File: src/rtl/mem_arbiter.sv
`default_nettype none
// ============================================================================
// Module      : mem_arbiter
// Description : Two-port single-RAM arbiter. Port A has priority; port B gets
//               a bounded-wait guarantee and can hold the RAM for a burst.
// Revision    : 1.0 - initial release
// ============================================================================
module mem_arbiter #(
    parameter int MAX_WAIT = 4
) (
    input  logic        clk,
    input  logic        reset,
    input  logic        a_req,
    input  logic        a_we,
    input  logic [15:0] a_addr,
    input  logic [15:0] a_wdata,
    output logic        a_gnt,
    output logic        a_rvalid,
    input  logic        b_req,
    input  logic        b_we,
    input  logic        b_lock,
    input  logic [15:0] b_addr,
    input  logic [15:0] b_wdata,
    output logic        b_gnt,
    output logic        b_rvalid,
    output logic [15:0] rdata,
    output logic [15:0] mem_addr,
    output logic [15:0] mem_din,
    output logic        mem_we,
    input  logic [15:0] mem_dout
);

    localparam int                 c_CNT_W   = (MAX_WAIT < 1) ? 1 : $clog2(MAX_WAIT + 1);
    localparam logic [c_CNT_W-1:0] c_MAX_CNT = c_CNT_W'(MAX_WAIT);

    logic [c_CNT_W-1:0] r_starve_cnt;
    logic               r_lock_b;
    logic               r_a_rvalid;
    logic               r_b_rvalid;
    logic               w_lock_eff;
    logic               w_b_win;
    logic               w_a_win;

    // A stale lock (B no longer requesting) must not block port A.
    always_comb begin
        w_lock_eff = r_lock_b & b_req;
        w_b_win    = b_req & (~a_req | w_lock_eff | (r_starve_cnt == c_MAX_CNT));
        w_a_win    = a_req & ~w_b_win;
    end

    assign a_gnt    = w_a_win & ~reset;
    assign b_gnt    = w_b_win & ~reset;

    assign mem_addr = b_gnt ? b_addr  : a_addr;
    assign mem_din  = b_gnt ? b_wdata : a_wdata;
    assign mem_we   = (a_gnt & a_we) | (b_gnt & b_we);

    assign rdata    = mem_dout;
    // Gating with reset discards a read return that lands in a reset cycle.
    assign a_rvalid = r_a_rvalid & ~reset;
    assign b_rvalid = r_b_rvalid & ~reset;

    always_ff @(posedge clk) begin
        if (reset) begin
            r_starve_cnt <= '0;
            r_lock_b     <= 1'b0;
            r_a_rvalid   <= 1'b0;
            r_b_rvalid   <= 1'b0;
        end else begin
            r_a_rvalid <= a_gnt & ~a_we;
            r_b_rvalid <= b_gnt & ~b_we;

            if (b_req & ~b_gnt) begin
                if (r_starve_cnt != c_MAX_CNT) begin
                    r_starve_cnt <= r_starve_cnt + c_CNT_W'(1);
                end
            end else begin
                r_starve_cnt <= '0;
            end

            if (!b_req) begin
                r_lock_b <= 1'b0;
            end else if (b_gnt) begin
                r_lock_b <= b_lock;
            end
        end
    end

endmodule
`default_nettype wire

File: config.mk
export PLATFORM = sky130hd
export DESIGN_NAME = mem_arbiter
export DESIGN_NICKNAME = d
export VERILOG_FILES = /design/src/rtl/mem_arbiter.sv
export SDC_FILE = /design/constraint.sdc
export NUM_CORES = 1
export LEC_CHECK = 0
export CAP_MARGIN = 25
export CORE_MARGIN = 4
export CORE_UTILIZATION = 23
export CTS_CLUSTER_SIZE = 28
export DETAILED_ROUTE_END_ITERATION = 7
export GPL_ROUTABILITY_DRIVEN = 0
export PLACE_DENSITY_LB_ADDON = 0.08
export SYNTH_ARGS = -nofsm -noshare
export SYNTH_HDL_FRONTEND = slang
export SYNTH_SLANG_ARGS = --single-unit
File: constraint.sdc
create_clock -name clk -period 5.03 [get_ports clk]
set_input_delay 1.006 -clock clk [delete_from_list [all_inputs] [get_ports clk]]
set_output_delay 1.006 -clock clk [all_outputs]
set_load 0.01 [all_outputs]
==> results.sh, run 1 <==
export IMPL_hpwl_um=2772
export IMPL_start_util_pct=23.81
export IMPL_yosys_area_share_simple_pct=8.346
export IMPL_n_fill_cell=313
export IMPL_numPortBuffers=107
export IMPL_die_w_um=66.78
export IMPL_critical_path_class="input port to output port"
export IMPL_cts_tree="done"
export IMPL_drcViolationCount=0
export IMPL_arrival_ns=3.05
export IMPL_period_share_pct=80.54
export IMPL_post_cts_resized=0
export IMPL_synth_distinct_cells=18
export IMPL_fp_row_count=21
export IMPL_synth_compound_area_share_pct=6.772
export IMPL_antenna_cells=0
export IMPL_drv_cap=0
export IMPL_synth_area_leader_cell="mux2_2"
export IMPL_fmax_ghz=0.2468
export IMPL_grt_first_pass_wirelength_um=4229
export IMPL_start_kind="input port"
export IMPL_worstPathCellList="clkdlybuf4s50_1 > a211oi_4 > buf_4 > mux2_2 > clkdlybuf4s50_1"
export IMPL_yosys_area_top_type_share_pct=42.52
export IMPL_setup_viol=0
export IMPL_drt_iter0_drc=17
export IMPL_ys_ff_latch=6
export IMPL_path_buf_inv=3
export IMPL_cts_sinks=6
export IMPL_vias=960
export IMPL_place_area_um2=1777
export IMPL_pre_cts_ws_ns=0.9529
export IMPL_synth_fa_ha_area_share_pct=3.150
export IMPL_crit_fanout=36
export IMPL_ant_nets=0
export IMPL_post_route_min_period_ns=4.051
export IMPL_gr_total_overflow=0
export IMPL_synth_area_um2=794.5
export IMPL_core_area_um2=3337
export IMPL_clk_pin_slew_ns=0.04
export IMPL_powerDensity_nw_per_um2=128.4
export IMPL_die_area_um2=4459
export IMPL_die_y_um=66.78
export IMPL_muxShareOfSynthArea_pct=45.35
export IMPL_grt_pass1_vias=927
export IMPL_yosys_warnings=0
export IMPL_clk_latency_ns=0.24
export IMPL_cp_top_family="buffers and inverters"
export IMPL_fin_skew_ns=0.004656
export IMPL_end_kind="output port"
export IMPL_postCtsSetupBuffers=0
export IMPL_grt_max_degree=37
export IMPL_fin_area_um2=1799
export IMPL_worstMarginPinSlew_ns=0.4386
export IMPL_clock_root_buffer="clkbuf_4"
export IMPL_drt_pass1_iterations=4
export IMPL_clk_path_buf_depth=2
export IMPL_rrSetupSlack_ns=3.42
export IMPL_gr_usage_all_layers_pct=12.24
export IMPL_io_pins=140
export IMPL_hold_violations=0
export IMPL_ys_seq_area_share_pct=15.12
export IMPL_netlist_instances=81
export IMPL_wirelength_um=3225
export IMPL_status="finished, final reports clean"
export IMPL_synth_top_family_by_area="multiplexers"
export IMPL_cts_buffers=3
export IMPL_htreeDepth=1
export IMPL_via_per_inst=4.384
export IMPL_synthXorXnorAreaFrac_pct=0
export IMPL_fin_nets=264
export IMPL_drive_gt1_share_pct=20.81
export IMPL_area_growth_pct=126.5
export IMPL_setup_tns_ns=0
export IMPL_slowest_delay_ns=0.50
export IMPL_hp_class="flop to flop"
export IMPL_slowest_stage="clkdlybuf4s50_1"
export IMPL_slew_violations=0
export IMPL_cts_hold_fix_buffers=0
export IMPL_synth_area_leaders="mux2_2 43%, dfxtp_1 15%, buf_4 15%, buf_6 4.3%, nor2b_1 3.9%"
export IMPL_fin_ws_ns=0.9789
export IMPL_slew_headroom_pct=70.76
export IMPL_required_ns=4.02
export IMPL_rsz0062_at_grt="false"
export IMPL_vdd_drop_max_mv=0.06961
export IMPL_antenna_found_initial=0
export IMPL_utilization_pct=53.92
export IMPL_synthesis_nets=170
export IMPL_power_leakage_uw=0.0006592
export IMPL_synth_area_per_cell_um2=9.809
export IMPL_crit_top_cell="clkdlybuf4s50_1"
export IMPL_wire_per_inst_um=14.73
## cell families after synthesis
| group | count (synthesis) |
|---|---|
| simple gates | 13 |
| fa+ha+maj | 2 |
| mux | 32 |
| flops | 6 |
| compound gates | 5 |
| buf+inv | 23 |
## routing by layer
| metal | up-vias | global-route usage (%) | wire [µm] |
|---|---|---|---|
| met2 | 85 | 24.13 | 1599 |
| met3 | 0 | 5.396 | 499 |
| met5 | - | 0 | 0 |
| li1 | 449 | - | - |
| met4 | 0 | 1.523 | 0 |
| met1 | 426 | 11.78 | 1125 |
## stage by stage
stage               hold slack [ns]  total power, µW  cells
floorplan                    0.4173            106.7     81
finish                       0.4503            231.0    219
global placement             0.4318            188.0    216
global route                 0.4748            244.0    219
CTS                          0.4462            235.6    219
detailed placement           0.4421            189.6    216
## power by group
| group | switching (µW) | internal, µW |
|---|---|---|
| Combinational | 38.5 | 99.9 |
| Sequential | 0.542 | 49.0 |
| Clock | 16.2 | 26.9 |
## path summary, 6_finish.rpt
| check | start | to | cells after the start |
|---|---|---|---|
| worst max-delay path | reset | mem_din[2] | 5 |
| worst min-delay path | r_starve_cnt[0] | r_starve_cnt[0] | 1 |
| worst max register to register | r_starve_cnt[0] | r_b_rvalid | 6 |
| worst min register to register | r_starve_cnt[0] | r_starve_cnt[0] | 1 |
## cell type report
type,instances,area [µm²],share of cell area (%)
clock buffers,3,22.52,1.252
inverters,4,15.01,0.8345
multi-input cells,52,505.5,28.09
flip-flops and latches,6,120.1,6.676
well taps,46,57.56,3.199
repair buffers,108,1079,59.94
## sequential cells by signal, summed over array words and instances (netlist names)
| name | flops |
|---|---|
| r_a_rvalid | 1 |
| r_b_rvalid | 1 |
| r_lock_b | 1 |
| r_starve_cnt | 3 |
## cells in the mapped netlist, drive strengths merged
master	count
mux2	32
buf	19
dfxtp	6
nor2b	5
inv	4
nor2	3
ha	2
nand2	2
a2111oi	1
a211oi	1
a21oi	1
a22o	1
and2	1
nand3	1
nor3	1
o21a	1
## layout by cell type (no fill, tap or decap), drive strengths merged
master and instances:
a2111oi 1, a211oi 1, a21oi 1, a22o 1, and2 1, buf 1
clkbuf 3, clkdlybuf4s50 107, dfxtp 6, ha 2, inv 4, mux2 32
nand2 2, nand3 1, nor2 3, nor2b 5, nor3 1, o21a 1
Power figures use the tool's default switching activity.
==> inputs of run 2 (changes only) <==
--- a/config.mk
+++ b/config.mk
@@ -7,7 +7,7 @@
 export LEC_CHECK = 0
 export CAP_MARGIN = 25
 export CORE_MARGIN = 4
-export CORE_UTILIZATION = 23
+export CORE_UTILIZATION = 19
 export CTS_CLUSTER_SIZE = 28
 export DETAILED_ROUTE_END_ITERATION = 7
 export GPL_ROUTABILITY_DRIVEN = 0
==> constraint.sdc (replaced) <==
create_clock -name clk -period 3.3 [get_ports clk]
set_input_delay 0.66 -clock clk [delete_from_list [all_inputs] [get_ports clk]]
set_output_delay 0.66 -clock clk [all_outputs]
set_load 0.01 [all_outputs]
==> results.sh, run 2 (synthesized netlist as in run 1, its figures left out) <==
export IMPL_pre_cts_ws_ns=0.04354
export IMPL_pwr_share_seq_pct=18.9
export IMPL_grt_max_degree=37
export IMPL_drt_pass1_iterations=2
export IMPL_cp_top_family="buffers and inverters"
export IMPL_final_cell_mix="93 x clkdlybuf4s50_1, 30 x mux2_2, 14 x dlymetal6s2s_1"
export IMPL_clk_latency_ns=0.22
export IMPL_clock_root_buffer="clkbuf_8"
export IMPL_clk_path_buf_depth=2
export IMPL_drcViolationCount=0
export IMPL_hp_class="flop to flop"
export IMPL_wire_per_inst_um=15.93
export IMPL_layout_commonest_cell="clkdlybuf4s50_1"
export IMPL_critical_path_class="input port to output port"
export IMPL_rsz0062_at_grt="false"
export IMPL_end_kind="output port"
export IMPL_status="finished, final reports clean"
export IMPL_wirelength_um=3601
export IMPL_drt_iter0_drc=9
export IMPL_io_pins=140
export IMPL_power_leakage_uw=0.0008263
export IMPL_ant_nets=0
export IMPL_numPortBuffers=107
export IMPL_worstMarginPinSlew_ns=0.3136
export IMPL_gr_total_overflow=0
export IMPL_sw_frac_of_total_pct=23.09
export IMPL_crit_cells=7
export IMPL_fin_skew_ns=0.004457
export IMPL_reg2reg_depth=7
export IMPL_largest_reg_flops=3
export IMPL_hold_violations=0
export IMPL_powerDensity_nw_per_um2=207.8
export IMPL_fin_nets=267
export IMPL_fin_ws_ns=0.06045
export IMPL_crit_fanout=9
export IMPL_area_growth_pct=143.1
export IMPL_fp_row_count=23
export IMPL_place_inst=220
export IMPL_slowest_delay_ns=0.51
export IMPL_start_util_pct=19.72
export IMPL_cts_tree="done"
export IMPL_clkPwrFrac_pct=27.1
export IMPL_start_kind="input port"
export IMPL_clk_pin_slew_ns=0.04
export IMPL_core_area_um2=4029
export IMPL_drv_cap=0
export IMPL_slowest_stage="clkdlybuf4s50_1"
export IMPL_period_share_pct=98.17
export IMPL_setup_viol=0
export IMPL_layout_cells_non_filler=226
export IMPL_antenna_cells=0
export IMPL_min_path_cells=1
export IMPL_post_route_min_period_ns=3.240
export IMPL_arrival_ns=2.58
export IMPL_path_buf_inv=5
export IMPL_htreeDepth=1
export IMPL_via_per_inst=4.243
export IMPL_vias=959
export IMPL_required_ns=2.64
export IMPL_grt_first_pass_wirelength_um=4719
export IMPL_n_fill_cell=371
export IMPL_die_w_um=72.67
export IMPL_antenna_found_initial=0
export IMPL_p_int_uw=308.8
export IMPL_slew_headroom_pct=78.55
export IMPL_die_y_um=72.67
export IMPL_hpwl_um=2831
export IMPL_combPwrFrac_pct=54.0
export IMPL_slew_violations=0
export IMPL_cts_hold_fix_buffers=0
export IMPL_grt_pass1_vias=932
export IMPL_cts_buffers=3
export IMPL_regMostFlops="r_starve_cnt"
export IMPL_crit_top_cell="clkdlybuf4s50_1"
export IMPL_drive_gt1_share_pct=22.16
export IMPL_gr_usage_all_layers_pct=11.92
export IMPL_die_area_um2=5280
export IMPL_worstPathCellList="clkdlybuf4s50_1 > inv_1 > a211oi_4 > buf_6 > clkbuf_16 > mux2_2 > clkdlybuf4s50_1"
export IMPL_switchingPower_uw=92.70
export IMPL_cts_sinks=6
export IMPL_setup_tns_ns=0
export IMPL_vdd_drop_max_mv=0.1198
export IMPL_fmax_ghz=0.3087
-- run 2: cell type report --
class | instances | area (µm²) | share of cell area [%]
Clock buffer | 3 | 41.29 | 2.137
Tap cell | 50 | 62.56 | 3.238
Sequential cell | 6 | 120.1 | 6.218
Inverter | 4 | 15.01 | 0.7772
Timing Repair Buffer | 111 | 1187 | 61.46
Multi-Input combinational cell | 52 | 505.5 | 26.17
-- run 2: path summary, 6_finish.rpt --
check                       start         endpoint  slack (ns)
setup reg to reg  r_starve_cnt[0]         r_lock_b        1.73
setup / recovery            b_req      mem_addr[2]        0.06
hold reg to reg          r_lock_b  r_starve_cnt[1]        0.44
hold / removal           r_lock_b  r_starve_cnt[1]        0.44
-- run 2: layer usage --
metal  share of wire (%)  global-route usage, %
met1                  29                  10.88
met2                  55                  23.15
met3                  12                  4.270
met4                 3.0                  5.328
met5                   0                      0
-- run 2: repair_timing --
action	in CTS	in global routing
resized for setup	0	15
setup buffers	0	1
setup endpoints to repair	0	25
-- run 2: power groups by stage --
stage          Combinational (µW)  Clock [µW]  Sequential (µW)
2_1_floorplan                86.1           0             76.5
3_3_place_gp                  213           0             76.9
3_5_place_dp                  214           0             76.9
4_1_cts                       216         112             75.8
5_1_grt                       231         122             75.8
6_report                      217         109             75.8
-- run 2: through the flow --
stage	total power, µW	instance area (µm²)	hold slack [ns]	util (%)
3_5_place_dp	291.3	1794	0.4441	44.53
5_1_grt	428.1	1932	0.4674	47.95
2_1_floorplan	162.6	794.5	0.4173	-
6_report	401.5	1932	0.4443	47.95
4_1_cts	403.8	1836	0.4485	45.56
3_3_place_gp	290.0	1794	0.4387	44.53
